--- src/rtl/vdp_bg_tile_fetch_pkg.sv ---
// vdp_bg_tile_fetch_pkg: name-table geometry and entry bit positions for the Mode-4 background fetcher
package vdp_bg_tile_fetch_pkg;
  localparam int NT_COLS = 32;
  localparam int NT_ROWS = 28;
  localparam int PAT_HI  = 0;
  localparam int HFLIP   = 1;
  localparam int VFLIP   = 2;
  localparam int PAL     = 3;
endpackage

--- src/rtl/vdp_tile_addr_gen.sv ---
// vdp_tile_addr_gen: maps tile phase, fetch column/line and the staged entry to a VRAM byte address
module vdp_tile_addr_gen
  import vdp_bg_tile_fetch_pkg::*;
(
  input  logic [2:0]  phase,
  input  logic [4:0]  col,
  input  logic [9:0]  ln,
  input  logic [7:0]  nt_lo,
  input  logic [7:0]  nt_hi,
  input  logic [13:0] base,
  output logic [13:0] vram_a
);
  logic [4:0]  row;
  logic [2:0]  vrow;
  logic [1:0]  k;
  logic [13:0] nt_a;
  logic [13:0] pat_a;
  always_comb begin
    row    = ln[7:3] >= 5'(NT_ROWS) ? ln[7:3] - 5'(NT_ROWS) : ln[7:3];
    vrow   = nt_hi[VFLIP] ? ~ln[2:0] : ln[2:0];
    // phase 7 keeps presenting the plane-3 address
    k      = phase == 3'd7 ? 2'd3 : 2'(phase - 3'd3);
    nt_a   = base + 14'({row, col, phase != 3'd0});
    pat_a  = {nt_hi[PAT_HI], nt_lo, vrow, k};
    vram_a = phase < 3'd3 ? nt_a : pat_a;
  end
endmodule

--- src/rtl/vdp_bg_tile_fetch.sv ---
// vdp_bg_tile_fetch: fetches the next tile's entry and planes while the current tile is shifted out
module vdp_bg_tile_fetch
  import vdp_bg_tile_fetch_pkg::*;
#(
  parameter int H_TOTAL = 800,
  parameter int V_TOTAL = 525
) (
  input  logic        clk,
  input  logic        rst_n,
  input  logic [9:0]  x,
  input  logic [9:0]  y,
  input  logic [13:0] name_table_addr,
  output logic [13:0] vram_a,
  input  logic [7:0]  vram_d,
  output logic [4:0]  color
);
  logic [2:0]       phase;
  logic             wrap;
  logic [4:0]       col;
  logic [9:0]       ln;
  logic [2:0]       bit_i;
  logic [3:0]       pixel;
  logic [7:0]       nt_lo_q, nt_lo_d, nt_hi_q, nt_hi_d;
  logic [2:0][7:0]  pl_q, pl_d;
  logic [3:0][7:0]  cur_q, cur_d;
  logic             hflip_q, hflip_d, pal_q, pal_d;
  logic [4:0]       color_q, color_d;
  always_comb begin
    phase = x[2:0];
    wrap  = x >= 10'(H_TOTAL - 8);
    col   = wrap ? 5'd0 : x[7:3] + 5'd1;
    ln    = wrap ? (y == 10'(V_TOTAL - 1) ? 10'd0 : y + 10'd1) : y;
  end
  vdp_tile_addr_gen u_addr (
    .phase  (phase),
    .col    (col),
    .ln     (ln),
    .nt_lo  (nt_lo_q),
    .nt_hi  (nt_hi_q),
    .base   (name_table_addr),
    .vram_a (vram_a)
  );
  // vram_d carries the data for the address presented one phase earlier
  always_comb begin
    nt_lo_d  = phase == 3'd1 ? vram_d : nt_lo_q;
    nt_hi_d  = phase == 3'd2 ? vram_d : nt_hi_q;
    pl_d[0]  = phase == 3'd4 ? vram_d : pl_q[0];
    pl_d[1]  = phase == 3'd5 ? vram_d : pl_q[1];
    pl_d[2]  = phase == 3'd6 ? vram_d : pl_q[2];
    cur_d    = phase == 3'd7 ? {vram_d, pl_q[2], pl_q[1], pl_q[0]} : cur_q;
    hflip_d  = phase == 3'd7 ? nt_hi_q[HFLIP] : hflip_q;
    pal_d    = phase == 3'd7 ? nt_hi_q[PAL] : pal_q;
    bit_i    = hflip_q ? phase : ~phase;
    pixel    = {cur_q[3][bit_i], cur_q[2][bit_i], cur_q[1][bit_i], cur_q[0][bit_i]};
    color_d  = {pal_q, pixel};
  end
  always_ff @(posedge clk or negedge rst_n)
    if (!rst_n) begin
      nt_lo_q <= '0;
      nt_hi_q <= '0;
      pl_q    <= '0;
      cur_q   <= '0;
      hflip_q <= 1'b0;
      pal_q   <= 1'b0;
      color_q <= '0;
    end else begin
      nt_lo_q <= nt_lo_d;
      nt_hi_q <= nt_hi_d;
      pl_q    <= pl_d;
      cur_q   <= cur_d;
      hflip_q <= hflip_d;
      pal_q   <= pal_d;
      color_q <= color_d;
    end
  assign color = color_q;
endmodule

--- config.mk ---
export PLATFORM = sky130hd
export DESIGN_NAME = vdp_bg_tile_fetch
export DESIGN_NICKNAME = d
export VERILOG_FILES = /design/src/rtl/vdp_bg_tile_fetch_pkg.sv /design/src/rtl/vdp_tile_addr_gen.sv /design/src/rtl/vdp_bg_tile_fetch.sv
export SDC_FILE = /design/constraint.sdc
export NUM_CORES = 1
export LEC_CHECK = 0
export BUFFER_PORTS_ARGS = -buffer_cell sky130_fd_sc_hd__buf_2
export CORE_ASPECT_RATIO = 0.75
export CORE_MARGIN = 2
export CORE_UTILIZATION = 49
export DETAILED_ROUTE_END_ITERATION = 10
export PLACE_DENSITY_LB_ADDON = 0.05
export SYNTH_ARGS = -nofsm -noshare
export SYNTH_HDL_FRONTEND = slang
export SYNTH_HIERARCHICAL = 1
export SYNTH_SLANG_ARGS = --single-unit
export TNS_END_PERCENT = 20
--- constraint.sdc ---
create_clock -name clk -period 4.21 [get_ports clk]
set_input_delay 0.6315 -clock clk [delete_from_list [all_inputs] [get_ports clk]]
set_output_delay 0.6315 -clock clk [all_outputs]
set_load 0.005 [all_outputs]
# Word level (Yosys, flattened, before mapping)
# Index checks and enable logic that the tools add are counted.
[word_totals]
regBits = 75
inputBits = 44
wordCells = 47
[op_classes]
addsub = 5
magnitude_cmp = 4
n_eq_ne = 7
mux = 16
bitwise = 2
reduce_logical = 1
[ops]
columns = ["operator", "count"]
rows = [
  ["8-bit 2-to-1 mux", 2],
  ["14-bit by 11-bit adder with 14-bit output", 1],
  ["14-bit 2-to-1 mux", 1],
  ["1-bit binary-select mux with 3-bit select", 4],
  ["3-bit == test, second input constant", 4],
  ["10-bit == test, second input constant", 1],
  ["10-bit greater-or-equal comparator, second input constant", 1],
  ["5-bit 2-to-1 mux", 2],
  ["8-bit by 1-bit adder with 8-bit output, second input constant", 1],
  ["3-bit 2-to-1 mux", 2],
  ["3-bit inverter", 2],
  ["5-bit by 1-bit adder with 5-bit output, second input constant", 1],
  ["5-bit greater-or-equal comparator, second input constant", 1],
  ["5-bit subtractor, second input constant", 1],
  ["3-bit by 4-bit less-than comparator with 1-bit output, second input constant", 1],
  ["1-bit 2-to-1 mux", 4],
  ["3-bit by 1-bit == test with 1-bit output, second input constant", 1],
  ["3-bit by 2-bit == test with 1-bit output, second input constant", 1],
  ["3-bit by 2-bit less-than comparator with 1-bit output, second input constant", 1],
  ["3-bit nonzero test", 1],
  ["2-bit 2-to-1 mux", 1],
  ["2-bit subtractor, second input constant", 1],
]

# Depth between registers and ports, before layout
# Gate-level depths: netlist (run 1).
[depth]
ltp_word = 7
ltp_mapped = 17
depth_no_buf = 16

# Hierarchy
# The synthesis (run 1) kept the hierarchy.
[by_module_without_submodules]
columns = ["mod", "instances", "cells_per_inst", "area_per_inst_um2", "seq_area_each_um2"]
rows = [
  ["vdp_bg_tile_fetch", 1, 290, 3734.8, 1976.9],
  ["vdp_tile_addr_gen", 1, 134, 883.3, 0.0],
]

# Worst setup path before layout (run 1)
# OpenSTA, ideal clock, no wires.
[synth_path]
path_kind = "input to output"
start = "input port x[4]"
end = "output port vram_a[12]"
arrival_ns = 3.689
required_ns = 3.579
slack_ns = -0.111
cell_stages = 16
n_path_buf = 1
path_cell_list = "a2111oi_2 -> or4b_4 -> nor2_1 -> xor2_1 -> ha_1 -> nor3b_1 -> nor2_1 -> nor3b_1 -> nor2_1 -> ha_1 -> clkbuf_1 -> a21oi_1 -> o221a_2 -> nor4b_1 -> a211oi_1 -> nand3_1"
[synth_between]
elab_chain_len = 6
elab_cells_between_ends = 9
classes_between = "3 x add/sub; 2 x order compare; 4 x mux"
[synth_lines]
columns = ["item", "line_no", "source"]
rows = [
  ["start, declared", "vdp_bg_tile_fetch.sv:10", "input logic [9:0] x,"],
  ["10-bit greater-or-equal comparator *", "vdp_bg_tile_fetch.sv:30", "wrap = x >= 10'(H_TOTAL - 8);"],
  ["8-bit 2-to-1 mux *", "vdp_bg_tile_fetch.sv:32", "ln = wrap ? (y == 10'(V_TOTAL - 1) ? 10'd0 : y + 10'd1) : y;"],
  ["net ln[6]", "vdp_bg_tile_fetch.sv:20", "logic [9:0] ln;"],
  ["5-bit subtractor or 5-bit greater-or-equal comparator (tied branches)", "vdp_tile_addr_gen.sv:19", "row = ln[7:3] >= 5'(NT_ROWS) ? ln[7:3] - 5'(NT_ROWS) : ln[7:3];"],
  ["5-bit 2-to-1 mux *", "vdp_tile_addr_gen.sv:19", ""],
  ["14-bit by 11-bit adder with 14-bit output *", "vdp_tile_addr_gen.sv:23", "nt_a = base + 14'({row, col, phase != 3'd0});"],
  ["14-bit 2-to-1 mux *", "vdp_tile_addr_gen.sv:25", "vram_a = phase < 3'd3 ? nt_a : pat_a;"],
  ["end, declared", "vdp_bg_tile_fetch.sv:13", "output logic [13:0] vram_a,"],
]
# The timed path passes the listed nets; every way through them passes the cells marked *.

# Worst setup path after layout (run 1)
[layout_path]
start = "input port x[7]"
end = "output port vram_a[12]"
# Same word-level chain as after synthesis.

==> results.md, run 1 <==
* R2R setup slack at about 2.4 ns
* Final Core Density at 63.7%
* Core area at around 8900 sq um
* DRC at 0
* Origin of the worst setup path: x[7]
* Area added between synthesis and finish at 28.0%
* Period minus WS final at approximately 4.3 ns
* Sw power at ~0.7 mW
* Status: finished, violations left
* Ant diodes at 0
* Routability congestion estimate at ~0.92
* YS warnings at 6
* Max H-tree Level at 3
* Final Setup Violations at 4
* RR Startpoint: hflip_q
* Post-DP Area at just over 5000 sq um
* Failing checks: setup timing
* Clk_lat worst skew at about 0.33 ns
* Final Cycle Share at 103%
* Relative slew slack at 32.2%
* Gate Count Post-Synth at 409
* Mean routed wirelength per cell at ~18 um
* Final Total Pwr at roughly 2.5 mW
* P_leak at around 2.5 nW
* Final Slew Violations at 0
* Worst reg-to-reg path cell count at 3
* Largest net degree at the start of global routing at 46
* Maximum VDD drop at ~360 uV
* Detailed Place HPWL at 7.85 mm
* First-pass GRT wire length at 17.7 mm
* Die area at roughly 9800 sq um
* Achievable Freq at between 200 and 250 MHz
* Avg Vias per Cell at between 5 and 6
* Switching share of power at between 20% and 30%
* Reg2Reg Capture Point: color[1]
* Clock buffer count from CTS at 9
* Cell Area, Synth at between 4000 and 5000 sq um
* Setup WS post-layout at -0.127 ns
* Setup crit end: vram_a[12]
* Cts hold-fix bufs at 0
* Seq pwr share at about two fifths
* Starting density of the core at between 40% and 50%
* CP arrival at ~3.7 ns
* Detail Route Antenna Nets at 0
* Final instance area at roughly 5700 sq um
* Vias at 3616
* TritonCTS clock tree: built
* Worst Path Max Fanout at 5
* I/O pins at 63
* Gr usage total at between 20% and 30%
* Chip width at around 110 um
* Placed cell count at roughly 600
* Pwr/cell area at 434 nW/um^2
* Row cnt at 30
* Final cell count without fillers at between 600 and 700
* Worst hold slack at roughly 0.38 ns
* Pre-CTS setup slack at -0.299 ns
* Port Buffer Count at slightly above 60
* Max_cap viols at 0
* Critical Path RT at between 3 and 4 ns
* DR pass1 iterations at 4
* Die Y at about 86 um
* Layout cells sized above 1 at between 40% and 50%
* Clock power share at a little under a third
* WS Path Type: in -> out
* CTS sink count at 75
* Worst-path clk slew at roughly 0.060 ns
* Worst Max-Slew Pin Slew at about 1.0 ns
* Vias in the first global route at roughly 3500
* Syn Area/Cell at roughly 11 sq um
* RSZ-0062 raised after global routing: true
* Final #Nets at between 500 and 600
* Cell internal pwr at between 1.5 and 2 mW
* Fin. Hold Viols at 0
* Startpoint types: input port
* Routed WL at between 10 and 15 mm
* Worst Hold Class: reg -> reg
* Endpoint class of the critical path: output port
* Clock skew at ~0.0028 ns
* Initial DRC count at roughly 200
* Grt ovf at 0
* CTS root buffer: clkbuf_16
* TNS Setup at -0.268 ns
* Syn Nets at ~470
* Initial antenna violation count at 0
* Comb pwr share at approximately 28%
* Clock Tree Buf Depth at 2
[repair_timing]
item / 4_1_cts / 5_1_grt
pin swaps: 20 / 15
buffers inserted: 9 / 4
endpoints found under the setup margin: 5 / 6
gates resized for setup: 25 / 24
[registers in the layout (all words and copies together), names as in the netlist]
| signal | flops |
|---|---|
| cur_q | 32 |
| pl_q | 24 |
| nt_lo_q | 8 |
| color | 5 |
| nt_hi_q | 4 |
| hflip_q | 1 |
| pal_q | 1 |
[power groups by stage]
| stage | sequential, mW | clock, mW | combinational [mW] |
|---|---|---|---|
| 2_1_floorplan | 0.984 | 0 | 0.442 |
| 3_3_place_gp | 1.01 | 0 | 0.639 |
| 3_5_place_dp | 1.02 | 0 | 0.654 |
| 4_1_cts | 1.01 | 0.778 | 0.677 |
| 5_1_grt | 1.03 | 0.811 | 0.764 |
| 6_report | 1.01 | 0.761 | 0.693 |
[area by class of cell]
class                           count  area [sq um]
Clock buffer                       12           246
Clock inverter                      4          50.0
Fill cell                         747          3230
Inverter                            8          35.0
Multi-Input combinational cell    309          2570
Sequential cell                    75          1880
Tap cell                          112           140
Timing Repair Buffer              112           748
[placed cells by master (no fill, tap or decap), types with 4 or more instances in the layout]
cell and n:
dfrtp_1 75, mux2_2 71, buf_2 55, buf_4 49, nand2_1 33, a21oi_1 27
o21ai_0 18, ha_1 12, nand3_1 10, xor2_1 10, o21a_1 10, mux2i_1 9
clkbuf_16 9, nand4_1 8, nor2_1 8, nor3_1 6, inv_1 6, xnor2_1 5
a21o_1 5, nor3b_1 5, nor2b_1 4, a22oi_1 4, o22ai_1 4, and3_1 4
o221ai_1 4, ha_4 4, buf_8 4, buf_6 4
[layer usage]
| layer | wire length (um) | track usage, % |
|---|---|---|
| met5 | 0 | 0 |
| met4 | 118 | 6.32 |
| met3 | 409 | 5.31 |
| met2 | 4920 | 34.8 |
| met1 | 5630 | 35.0 |
[worst max-delay path, cell delays in order]
cell and delay (ns):
buf_4 0.11, a2111oi_4 0.04, or4b_4 0.59, nor2_4 0.15
xor2_2 0.17, ha_2 0.21, nor3b_4 0.23, nor2_1 0.08
nor3b_2 0.18, nor2_2 0.07, ha_4 0.30, buf_6 0.10
nand4_1 0.12, or4_1 0.54, nand3_1 0.08, buf_2 0.11
[worst min path at each step]
stage / startpoint / end / cells after the start
floorplan: rst_n / color[0] / 0
global placement: pal_q / color[4] / 0
detailed placement: pal_q / color[4] / 0
CTS: pal_q / color[4] / 0
global route: pal_q / color[4] / 0
finish: pal_q / color[4] / 0
Note: power is estimated with default switching activity, not from simulation.
==> inputs of run 2 (changes only) <==
- CORE_MARGIN: 2 -> 4
- MAX_ROUTING_LAYER: unset -> met4
==> run 2 against run 1 <==
Net effect:
- the run still ends with setup timing left
- critical path depth is 1 higher
- register-to-register slack gained 0.02 ns
- hold slack lost 0.0067 ns
- non-clock buffer count decreased by 4
- combinational power down 1%
==> results.md, run 2 (same netlist as run 1, synthesis figures left out) <==
* Status: finished, violations left
* Failing checks: setup timing
* Worst-path clk slew at approximately 0.050 ns
* Layout cells sized above 1 at a little over two fifths
* Worst Hold Class: reg -> reg
* P_leak at about 2.5 nW
* Clk_lat worst skew at around 0.34 ns
* Most frequent cells in the layout: dfrtp_1, mux2_2, buf_2
* RSZ-0062 raised after global routing: true
* Regs by FF count: cur_q (32), pl_q (24), nt_lo_q (8)
* Worst Path Max Fanout at 4
* Row cnt at 29
* Mean routed wirelength per cell at around 17 um
* Final instance area at around 5600 sq um
* CTS sink count at 75
* Maximum VDD drop at ~380 uV
* Period minus WS final at 4.29 ns
* DRC at 0
* Avg Vias per Cell at approximately 5.8
* Final Slew Violations at 0
* Routed WL at approximately 11 mm
* Pwr/cell area at between 400 and 500 nW/um^2
* Starting density of the core at between 50% and 60%
* Final #Nets at between 500 and 600
* TritonCTS clock tree: built
* Reg with most FFs: cur_q
* Max H-tree Level at 3
* Clock skew at around 0.0057 ns
* Worst Max-Slew Pin Slew at approximately 0.9 ns
* Initial DRC count at 187
* Final Total Pwr at 2.38 mW
* Area added between synthesis and finish at 25.8%
* First-pass GRT wire length at about 18 mm
* Detailed Place HPWL at around 8 mm
* Port Buffer Count at 62
* Clock Tree Buf Depth at 2
* Initial antenna violation count at 0
* Commonest non-fill, non-tap cell in the layout: dfrtp_1
* Max_cap viols at 0
* Ant diodes at 0
* Achievable Freq at between 200 and 250 MHz
* Relative slew slack at between 30 and 40%
* Chip width at 118 um
* Final Cycle Share at 102%
* Routability congestion estimate at 0.895
* Die Y at about 90 um
* Endpoint class of the critical path: output port
* Gr usage total at a little over a fifth
* DR pass1 iterations at 4
* Largest net degree at the start of global routing at between 40 and 50
* Max reg flops at 32
* Startpoint types: input port
* CTS root buffer: clkbuf_16
* CP arrival at 3.65 ns
* Detail Route Antenna Nets at 0
* I/O pins at 63
* Critical Path RT at 3.58 ns
* WS Path Type: in -> out
* Pre-CTS setup slack at -0.317 ns
* Die area at roughly 11000 sq um
* Final Core Density at 64.5%
* Core area at 8640 sq um
* Setup WS post-layout at -0.0764 ns
* Fin. Hold Viols at 0
* Vias at 3586
* Clock buffer count from CTS at 9
* Post-DP Area at ~5100 sq um
* Vias in the first global route at between 3000 and 4000
* Final Setup Violations at 5
* Grt ovf at 0
## run 2: changes by cell type in the layout (fill, tap and decap cells not counted), moves of 2 or more
cell and delta:
buf_4 -4, clkinvlp_4 -2, o21ai_0 -2, clkinv_2 +2, buf_6 -3, buf_8 -2
o21ai_1 +2, buf_2 +5, clkbuf_1 -2
## run 2: stage by stage
step | TNS (ns) | instances | hold slack, ns
after CTS | -0.585 | 619 | 0.378
final | -0.201 | 622 | 0.372
after detailed placement | -1.14 | 598 | 0.367
after floorplan | 0 | 409 | 0.336
after global routing | -1.10 | 622 | 0.382
after global placement | -0.776 | 598 | 0.360
## run 2: where the power goes
part	total, mW	switching (mW)	internal [mW]	leakage [nW]
clock network	0.687	0.267	0.420	0.137
registers	1.01	0.109	0.904	0.891
logic	0.683	0.325	0.357	1.47
## run 2: repair_timing
item,4_1_cts,5_1_grt
pin swaps,18,18
setup endpoints to repair,5,6
hold buffers,0,0
resized for setup,30,11
buffers inserted,7,3
## run 2: final timing paths
kind	depth (start not counted)	end	slack, ns	startpoint
max	17	vram_a[12]	-0.08	y[0]
min	0	color[4]	0.37	pal_q
max in group asynchronous	2	cur_q[20]	2.84	rst_n
max reg2reg	4	color[1]	2.44	hflip_q
min reg2reg	0	color[4]	0.37	pal_q
min in group asynchronous	1	pl_q[19]	0.43	rst_n
## run 2: cell type report
class	count	area, sq um
multi-input combinational	309	2570
inverter	8	37.5
fill	726	3070
tap	108	135
clock buffer	11	253
clock inverter	3	15.0
timing repair buffer	108	679
sequential	75	1880
## run 2: worst max-delay path: stages
cell	delay (ns)
buf_8	0.11
inv_6	0.05
ha_4	0.12
nand4_1	0.17
nor4_4	0.37
o21ai_1	0.10
a22o_2	0.32
nor3b_4	0.24
nor2_2	0.06
nor3b_2	0.15
nor2_1	0.06
ha_1	0.35
buf_6	0.13
nand4_1	0.10
or4_1	0.48
nand3_1	0.09
buf_2	0.11
## run 2: metal layers
layer  share of wire [%]  global-route usage (%)  up-vias  wire length [um]
li1                    -                       -     1717                 -
met2                  43                    29.8       89              4650
met3                 4.9                    4.82       14               537
met5                   0                       -        -                 0
met1                  51                    31.6     1766              5580
met4                0.94                    6.05        0               102
==> inputs of run 3 (changes only) <==
- TNS_END_PERCENT: 20 -> unset
- clock period: 4.21 -> 4.4 ns (I/O delays scaled with it)
==> run 3 against run 2 <==
Net effect:
- critical path depth unchanged
- the flow now finishes without violations
- largest cell class unchanged
- critical path type unchanged
- clock-buffer cell count up 1
- routed wire length shrank 3.6%
- largest power group unchanged
- final area rose by 0.94%
==> results.md, run 3 (same netlist as run 1, synthesis figures left out) <==
* Initial antenna violation count at 0
* Ant diodes at 0
* Largest net degree at the start of global routing at 35
* TNS Setup at 0 ns
* Cts hold-fix bufs at 0
* Initial DRC count at slightly below 200
* Fin. Hold Viols at 0
* Commonest non-fill, non-tap cell in the layout: dfrtp_1
* Startpoint types: input port
* Most frequent cells in the layout: dfrtp_1, mux2_2, buf_2
* Max_cap viols at 0
* CP arrival at 3.65 ns
* Achievable Freq at roughly 230 MHz
* Clock buffer count from CTS at 9
* Detail Route Antenna Nets at 0
* Row cnt at 29
* Mean routed wirelength per cell at around 17 um
* CTS root buffer: clkbuf_16
* Relative slew slack at between 40% and 50%
* Gr usage total at between 20% and 30%
* Reg2Reg Capture Point: color[3]
* Reg with most FFs: cur_q
* Maximum VDD drop at ~270 uV
* RR Startpoint: hflip_q
* Worst Hold Class: in -> async
* Final Total Pwr at 2.41 mW
* Crit path top cell by count: nand4_1
* Sw power at 0.673 mW
* TritonCTS clock tree: built
* Final Slew Violations at 0
* First-pass GRT wire length at between 15 and 20 mm
* Max reg flops at 32
* Final Setup Violations at 0
* Status: finished clean
* Pwr/cell area at between 400 and 500 nW/um^2
* Seq pwr share at around two fifths
* Final cell count without fillers at just over 600
* RSZ-0062 raised after global routing: true
* Chip width at ~120 um
* Routed WL at 10.5 mm
* Clk_lat worst skew at approximately 0.33 ns
* CTS sink count at 75
* Vias in the first global route at 3453
* Critical Path RT at ~3.7 ns
* FILL cells at approximately 700
* Vias at roughly 3500
* Critical-path cell list: buf_2, a2111oi_4, or4b_4, nor2_4, xor2_2, ha_2, nor3b_4, nor2_1, nor3b_1, nor2_1, ha_4, buf_6, nand4_1, a211o_1, nand4_1, nand4_1, buf_2
* Port Buffer Count at just over 60
* Cell internal pwr at about 1.7 mW
* Regs by FF count: cur_q (32), pl_q (24), nt_lo_q (8)
* Comb pwr share at 27.1%
* Slowest CP cell: or4b_4
* Die area at 10600 sq um
* Worst reg-to-reg path cell count at 3
* CP max stage delay at 0.56 ns
* Worst Path Max Fanout at 4
* Final Cycle Share at between 90% and 100%
* Clock power share at about a third
* Setup crit end: vram_a[13]
* Detailed Place HPWL at between 7 and 8 mm
* WS Path Type: in -> out
* Core area at approximately 8600 sq um
* Grt ovf at 0
* Final #Nets at ~570
* I/O pins at 63
* Area added between synthesis and finish at 27.0%
* Switching share of power at between 20% and 30%
* P_leak at roughly 2.5 nW
* Avg Vias per Cell at 5.71
* Worst Max-Slew Pin Slew at about 0.77 ns
* Worst-path clk slew at about 0.05 ns
* Origin of the worst setup path: x[4]
* Clock skew at ~0.0028 ns
* Period minus WS final at about 4.3 ns
* Clock Tree Buf Depth at 2
* DR pass1 iterations at 4
* Endpoint class of the critical path: output port
* DRC at 0
* Die Y at approximately 90 um
* Routability congestion estimate at between 0.8 and 0.9
* Starting density of the core at between 50% and 60%
* Layout cells sized above 1 at a little over two fifths
* Placed cell count at roughly 600
* Max H-tree Level at 3
* R2R setup slack at between 2 and 3 ns
run 3: cell count changes in the layout (fill, tap and decap cells not counted), sizes merged:
| cell | change |
|---|---|
| buf | -6 |
| clkbuf | +1 |
| clkinvlp | +1 |
| inv | -1 |
| clkinv | -1 |
| bufinv | +2 |
run 3: through the flow:
stage	worst slack [ns]	util [%]	hold slack [ns]	instance area, sq um
2_1_floorplan	0.0331	-	0.349	4430
3_3_place_gp	-0.187	58.4	0.356	5050
3_5_place_dp	-0.275	58.4	0.364	5050
4_1_cts	-0.0761	63.9	0.327	5510
5_1_grt	-0.116	65.1	0.345	5620
6_report	0.0929	65.1	0.321	5620
run 3: timing repair:
item | CTS | global route
setup endpoints to repair | 5 | 5
gates cloned | 0 | 0
resized for setup | 30 | 21
endpoints found under the hold margin | 0 | 0
pin swaps | 19 | 16
buffers inserted | 5 | 1
run 3: per-layer routing:
| layer | wire length, um | global-route usage [%] | part of all wire, % |
|---|---|---|---|
| met4 | 91 | 4.68 | 0.87 |
| met5 | 0 | - | 0 |
| met3 | 479 | 4.45 | 4.6 |
| met2 | 4460 | 28.9 | 43 |
| met1 | 5450 | 31.6 | 52 |
run 3: worst min path at each step:
stage | cells after the start | slack, ns | startpoint | end
4_1_cts | 1 | 0.33 | rst_n | cur_q[24]
5_1_grt | 1 | 0.35 | rst_n | cur_q[26]
3_5_place_dp | 0 | 0.36 | pal_q | color[4]
2_1_floorplan | 0 | 0.35 | pal_q | color[4]
3_3_place_gp | 0 | 0.36 | pal_q | color[4]
6_report | 1 | 0.32 | rst_n | pl_q[19]
run 3: area by class of cell:
| cell class | instances | area (sq um) | share of cell area [%] |
|---|---|---|---|
| Tap cell | 108 | 135 | 2.40 |
| Clock buffer | 12 | 256 | 4.56 |
| Inverter | 8 | 45.0 | 0.801 |
| Timing Repair Buffer | 102 | 647 | 11.5 |
| Multi-Input combinational cell | 309 | 2590 | 46.0 |
| Clock inverter | 4 | 72.6 | 1.29 |
| Sequential cell | 75 | 1880 | 33.4 |
run 3: worst max-delay path, delay by kind of cell:
kind	cells	cell delay, ns
fa+ha+maj	2	0.51
simple gates	9	1.55
xor+xnor	1	0.19
buf+inv	3	0.35
compound gates	2	0.36
run 3: power groups by stage:
stage / clock network [mW] / registers [mW] / logic, mW
after floorplan: 0 / 0.942 / 0.423
after global placement: 0 / 0.969 / 0.606
after detailed placement: 0 / 0.977 / 0.616
after CTS: 0.806 / 0.966 / 0.637
after global routing: 0.843 / 0.990 / 0.716
final: 0.789 / 0.965 / 0.652
